`src/rtl/shift_unit_ctrl.sv`:
```
// Two-port arbiter and sequencer for the shared 32-bit shifter.
// Runs one log-shifter stage per cycle (16,8,4,2,1) and holds the result.
module shift_unit_ctrl #(
    parameter bit FAIR_ARB = 1'b1
) (
    input  logic        clock,
    input  logic        reset_n,
    input  logic        a_req,
    input  logic [1:0]  a_op,
    input  logic [4:0]  a_shamt,
    input  logic [31:0] a_data,
    output logic        a_ack,
    input  logic        b_req,
    input  logic [1:0]  b_op,
    input  logic [4:0]  b_shamt,
    input  logic [31:0] b_data,
    output logic        b_ack,
    output logic        res_valid,
    output logic        res_id,
    output logic [31:0] res_data,
    input  logic        res_ready,
    output logic        busy
);

    typedef enum logic [1:0] {IDLE, SHIFT, DONE} state_t;

    localparam logic [1:0] OP_SLL = 2'b00;
    localparam logic [1:0] OP_SRL = 2'b01;
    localparam logic [1:0] OP_SRA = 2'b10;
    localparam logic [1:0] OP_ROL = 2'b11;

    state_t      state, state_nx;
    logic [2:0]  step;
    logic        ptr;
    logic [1:0]  op;
    logic [4:0]  shamt;
    logic [31:0] work;
    logic        id;
    logic        gnt_vld;
    logic        gnt_id;
    logic [5:0]  amt;
    logic [7:0]  sh8;
    logic [31:0] work_nx;

    // ptr holds the id granted last; on a tie the other side wins
    always_comb begin
        gnt_vld = a_req | b_req;
        if (FAIR_ARB)
            gnt_id = (a_req & b_req) ? ~ptr : b_req;
        else
            gnt_id = ~a_req;
    end

    always_comb begin
        amt     = 6'd1 << step;
        sh8     = {3'b000, shamt};
        work_nx = work;
        if (sh8[step]) begin
            unique case (op)
                OP_SLL: work_nx = work << amt;
                OP_SRL: work_nx = work >> amt;
                OP_SRA: work_nx = 32'($signed(work) >>> amt);
                OP_ROL: work_nx = (work << amt) | (work >> (6'd32 - amt));
                default: work_nx = work;
            endcase
        end
    end

    always_ff @(posedge clock or negedge reset_n) begin
        if (!reset_n)
            state <= IDLE;
        else
            state <= state_nx;
    end

    always_comb begin
        state_nx = state;
        unique case (state)
            IDLE:    if (gnt_vld) state_nx = SHIFT;
            SHIFT:   if (step == 3'd0) state_nx = DONE;
            DONE:    if (res_ready) state_nx = IDLE;
            default: state_nx = IDLE;
        endcase
    end

    always_comb begin
        a_ack = 1'b0;
        b_ack = 1'b0;
        busy  = (state != IDLE);
        if (reset_n && state == IDLE && gnt_vld) begin
            a_ack = ~gnt_id;
            b_ack = gnt_id;
        end
    end

    always_ff @(posedge clock or negedge reset_n) begin
        if (!reset_n) begin
            step      <= 3'd4;
            ptr       <= 1'b1;
            op        <= 2'b00;
            shamt     <= 5'd0;
            work      <= 32'd0;
            id        <= 1'b0;
            res_valid <= 1'b0;
            res_id    <= 1'b0;
            res_data  <= 32'd0;
        end else begin
            unique case (state)
                IDLE: begin
                    if (gnt_vld) begin
                        op    <= gnt_id ? b_op : a_op;
                        shamt <= gnt_id ? b_shamt : a_shamt;
                        work  <= gnt_id ? b_data : a_data;
                        id    <= gnt_id;
                        step  <= 3'd4;
                        if (FAIR_ARB)
                            ptr <= gnt_id;
                    end
                end
                SHIFT: begin
                    work <= work_nx;
                    if (step == 3'd0) begin
                        res_data  <= work_nx;
                        res_id    <= id;
                        res_valid <= 1'b1;
                    end else begin
                        step <= step - 3'd1;
                    end
                end
                DONE: begin
                    if (res_ready)
                        res_valid <= 1'b0;
                end
                default: ;
            endcase
        end
    end

endmodule

```
`config.mk`:
```
export PLATFORM = sky130hd
export DESIGN_NAME = shift_unit_ctrl
export DESIGN_NICKNAME = d
export VERILOG_FILES = /design/src/rtl/shift_unit_ctrl.sv
export SDC_FILE = /design/constraint.sdc
export NUM_CORES = 1
export LEC_CHECK = 0
export CORE_MARGIN = 1.5
export CORE_UTILIZATION = 35
export DETAILED_ROUTE_END_ITERATION = 12
export SLEW_MARGIN = 10
export SYNTH_ARGS = -nofsm -noshare
export SYNTH_HDL_FRONTEND = slang
export SYNTH_SLANG_ARGS = --single-unit
```
`constraint.sdc`:
```
create_clock -name clock -period 6.3 [get_ports clock]
set_input_delay 0.63 -clock clock [delete_from_list [all_inputs] [get_ports clock]]
set_output_delay 0.63 -clock clock [all_outputs]
set_load 0.03 [all_outputs]
```
Yosys cells after proc, flatten, opt, wreduce, memory -nomap -nowiden
Index checks and enable logic that the tools add are counted.

word-level totals
  output and inout bits = 37
  input bits = 83
  register bits after elaboration = 80

operators by class
  equality and inequality tests = 9
  magnitude comparators = 1
  shifts and indexed selects = 5
  multiplexer cells = 22
  reductions and logical operators = 14
  bitwise logic cells = 5
  $add $sub $neg = 2

operator list
  cell                                                 number
  case mux 32 bit (4 select lines)                     1
  2-to-1 mux 32 bit                                    3
  case mux 32 bit (2 select lines)                     1
  right shift 32 x 6 -> 32 bit                         2
  OR 32 bit                                            1
  left shift 32 x 6 -> 32 bit                          1
  >>> shifter 32 x 6 -> 32 bit                         1
  AND reduction 3 bit                                  3
  2-to-1 mux 2 bit                                     4
  != test 2 bit, second input constant                 4
  equality test 2 bit, second input constant           3
  2-to-1 mux 1 bit                                     6
  2-to-1 mux 3 bit                                     2
  case mux 2 bit (3 select lines)                      1
  case mux 3 bit (2 select lines)                      1
  AND reduction 2 bit                                  3
  nonzero test 2 bit                                   3
  left shift 1 x 3 -> 6 bit, first input constant      1
  subtractor 6 bit, first input constant               1
  2-to-1 mux 5 bit                                     1
  equality test 2 x 1 -> 1 bit, second input constant  2
  logical NOT 2 bit                                    2
  < comparator 3 x 4 -> 1 bit, second input constant   1
  binary-select mux 1 bit (select 3 bit)               1
  7 further kinds                                      9

Logic depth before layout (Yosys ltp)
  word-level depth = 7
  mapped depth = 14
  mapped depth without buffers = 10

Least setup slack after synthesis
Ideal clock, no wire load.

  path kind = register to register
  from = register step[0]
  to = register work[29]
  required time = 6.158 ns
  path slack = 3.155 ns
  path buffers = 2
  stages on the path, launching flop included = 13
  library setup time = 0.142 ns
  data arrival time = 3.003 ns
  cell sequence = dfrtp_1 -> inv_1 -> ha_1 -> nor2b_4 -> buf_6 -> buf_6 -> mux4_2 -> mux4_2 -> and2_1 -> nor4_2 -> nor2_1 -> o21ai_1 -> o221ai_1

between the ends
  longest elaborated chain between the ends = 7

ends and longest elaborated chain
  item                                  RTL line  source
  start, declared                       33        logic [2:0] step;
  start signal, assigned                127       step <= step - 3'd1;
  left shift 1 x 3 -> 6 bit             55        amt = 6'd1 << step;
  subtractor 6 bit                      63        OP_ROL: work_nx = (work << amt) | (work >> (6'd32 - amt));
  right shift 32 x 6 -> 32 bit          63
  OR 32 bit                             63
  case mux 32 bit (4 select lines)      59        unique case (op)
  2-to-1 mux 32 bit (*)                 58        if (sh8[step]) begin
  case mux 32 bit (2 select lines) (*)  108       unique case (state)
  end signal, assigned                  113       work <= gnt_id ? b_data : a_data;
  end signal, assigned                  121       work <= work_nx;
  end, declared                         37        logic [31:0] work;

Mark *: on every way between the ends. The rest lies on a longest branch, timed or not. The select of a mux whose other input is x is not followed.
A chain may end at the register's enable or synchronous reset.

Worst setup path in the final report
  from = register step[1]
  to = register work[21]

Same word-level chain as after synthesis.

==> run_results.csv <==
group,metric,value,unit
outcome,status,"complete, but fails checks",
outcome,violations,"max-capacitance violations, max-slew violations",
floorplan,pin_count,120,
detailed_routing,vias,12300,
global_route,antenna_found_initial,1,
clock_network,postCtsSetupBuffers,0,
sta,fin_skew,0.00683,ns
worst_setup_path,crit_fanout,25,
clock_network,ctsResizeCount,0,
worst_setup_path,reg2reg_slack,0.90,ns
clock_network,cts_tree,"built",
floorplan,rows,61,
sta,rsz0062_at_grt,"no",
worst_setup_path,rr_startpoint,"step[1]$_DFFE_PN0P_",
synth,netlist_instances,1295,
sta,min_period_over_period,0.857,
synth,synth_common_cells,"nand2_1, a21oi_1, o21ai_0",
floorplan,core,0.0279,mm²
clock_network,cts_max_level,3,
global_route,grt_pass1_vias,11400,
clock_network,cts_buffers,9,
clock_network,cts.sink_count,80,
worst_setup_path,crit_start,"step[1]$_DFFE_PN0P_",
worst_setup_path,crit_chain,"inv_1 -> ha_1 -> buf_4 -> nor2b_1 -> a22oi_1 -> o21ai_0 -> o211ai_1 -> a2111oi_0 -> o21ai_0 -> o221ai_1 -> o21ai_0",
clock_network,clk_pin_slew,0.07,ns
synth,ys_seq_area_frac,0.202,
worst_setup_path,rr_endpoint,"work[21]$_DFFE_PN0P_",
worst_setup_path,crit_path_max_incr_delay,1.35,ns
synth,ys_types,74,
synth,netlist_area,0.00994,mm²
worst_setup_path,crit_top_cell,"o21ai_0",
synth,synth_top_flop_cell,"dfrtp_1",
detailed_routing,vias_per_cell,7.12,
detailed_routing,drtAntennaViolNets,0,
finish,drive_gt1_frac,0.130,
sta,clock.fmax,185,MHz
synth,syn_avg_cell_area,7.68,µm²
synth,ys_async_sr_fraction,1.00,
worst_setup_path,crit_type,"reg -> reg",
job,max_cap_violations,1,
worst_setup_path,critical-path-top-delay-family,"compound AO/OA/AOI/OAI gates",
global_route,grt_pass1_wl,81.9,mm
synth,synth_edf_count,0,
clock_network,cts-root-buf,"clkbuf_16",
worst_setup_path,cp-end-kind,"flop",
sta,slew_headroom,-0.0186,
sta,min_period,5.40,ns
finish,nets,1426,
place,dp_hpwl,41.0,mm
floorplan,die_w,172,µm
detailed_routing,totalWireLength,57.1,mm
detailed_routing,drc,0,
sta,tightest_slew,1.49,ns
sta,hold_viol,0,
floorplan,die_h,172,µm
synth,synth_most_common_cell,"nand2_1",
worst_setup_path,critPathCapture,"work[21]$_DFFE_PN0P_",
sta,setup_tns,0,ns
clock_network,ctsLongestPathBuffers,2,
finish,area_growth,18.3,%
worst_setup_path,cp_data_required_time,6.51,ns
worst_setup_path,setup.worst_path.start_class,"flop",
place,portBuffers,119,
floorplan,initial_core_util,0.357,
global_route,overflow,0,
synth,synth_seq_cells,80,
synth,synth_top_area_share,0.196,
sta,setup_violations,0,
finish,diodes,0,
sta,drv_slew,1,
hold_path,hold_class,"in -> async",
global_route,grt_max_degree,72,
synth,synth_nets,1383,
clock_network,clock_latency,0.36,ns
clock_network,cts_hold_buffers,0,
worst_setup_path,cp.depth,11,
finish,fillers,2835,
detailed_routing,wl_per_cell,33.2,µm
detailed_routing,dr.first_iter.drc_count,1838,
worst_setup_path,slowest_stage,"a2111oi_0",
worst_setup_path,ff2ff_path_depth,11,
finish,fin_area,0.0118,mm²
worst_setup_path,worst-path-buf-inv,2,
synth,yosysTopAreaCell,"dfrtp_1",
worst_setup_path,arrival,5.60,ns
synth,synth_warnings,0,
global_route,track_usage,0.392,
synth,synthTopCellsByArea,"dfrtp_1, mux4_2, a21oi_1",
detailed_routing,first_pass_iters,6,
place,dpl_cell_area,0.0115,mm²
floorplan,dieArea,0.0294,mm²
place,gp_congestion,1.09,
-- flip-flops by register name, summed over array words and instances (netlist names) --
name,count
res_valid,1
state,2
res_id,1
ptr,1
shamt,5
work,32
step,3
op,2
res_data,32
id,1
-- cells by family after synthesis --
group                      count (synthesis)  synth area share
muxes                                    141             0.215
and+or+nand+nor                          421             0.195
AOI/OAI and AO/OA                        488             0.313
xor gates and xnor gates                   1          0.000881
DFF                                       80             0.202
buffers and inverters                    159            0.0686
adders and majority gates                  5           0.00629
-- cell type report --
cell class / count / area [µm²] / area share
clock buffer: 10 / 229 / 0.0195
tap: 378 / 473 / 0.0402
multi-input combinational: 1056 / 7310 / 0.622
clock inverter: 5 / 65.1 / 0.00553
timing repair buffer: 177 / 1620 / 0.138
sequential: 80 / 2000 / 0.170
inverter: 14 / 52.6 / 0.00447
-- routing by layer --
layer,wire [µm],vias to the layer above,global-route usage
li1,-,5026,-
met1,21300,5882,0.507
met2,23600,1084,0.573
met3,8050,258,0.122
met4,4100,2,0.229
met5,13,-,0
-- worst min-delay path by stage --
stage,from,endpoint,cells past startpoint
2_1_floorplan,reset_n,id$_DFFE_PN0P_,0
3_3_place_gp,id$_DFFE_PN0P_,res_id$_DFFE_PN0P_,2
3_5_place_dp,id$_DFFE_PN0P_,res_id$_DFFE_PN0P_,2
4_1_cts,reset_n,res_data[9]$_DFFE_PN0P_,1
5_1_grt,reset_n,res_data[9]$_DFFE_PN0P_,1
6_report,reset_n,id$_DFFE_PN0P_,1
-- metrics by stage --
stage | setup slack (ns) | cells | util | hold WS [ns]
global route | 0.952 | 1720 | 0.422 | 0.113
floorplan | 3.15 | 1295 | - | 0.334
finish | 0.904 | 1720 | 0.422 | 0.108
global placement | 1.49 | 1705 | 0.411 | 0.447
CTS | 1.41 | 1720 | 0.422 | 0.106
detailed placement | 1.44 | 1705 | 0.411 | 0.460
-- cell usage in the layout (no fill, tap or decap), types with 6 or more instances in the layout --
master,count
nand2b_1,10
inv_1,12
a21oi_1,144
nor2_1,93
a31oi_1,28
a211oi_1,9
o31ai_1,11
nor3b_1,9
and2_1,7
nand2_1,186
clkdlybuf4s50_1,118
clkbuf_16,9
a22oi_1,14
buf_4,59
mux2_2,21
nor3_1,17
nand4_1,6
o211ai_1,25
and3_1,14
a21o_1,8
dfrtp_1,78
nand3_1,32
a2111oi_0,6
a211o_1,6
mux2i_1,63
a221oi_1,12
a22o_1,6
nand3b_1,6
or3_1,6
a221o_1,16
mux4_2,56
o22ai_1,21
o21a_1,7
o221ai_1,12
o21ai_0,109
Power is not shown: default switching activity piles up to over one toggle a cycle in this logic, so the estimate is an artifact.
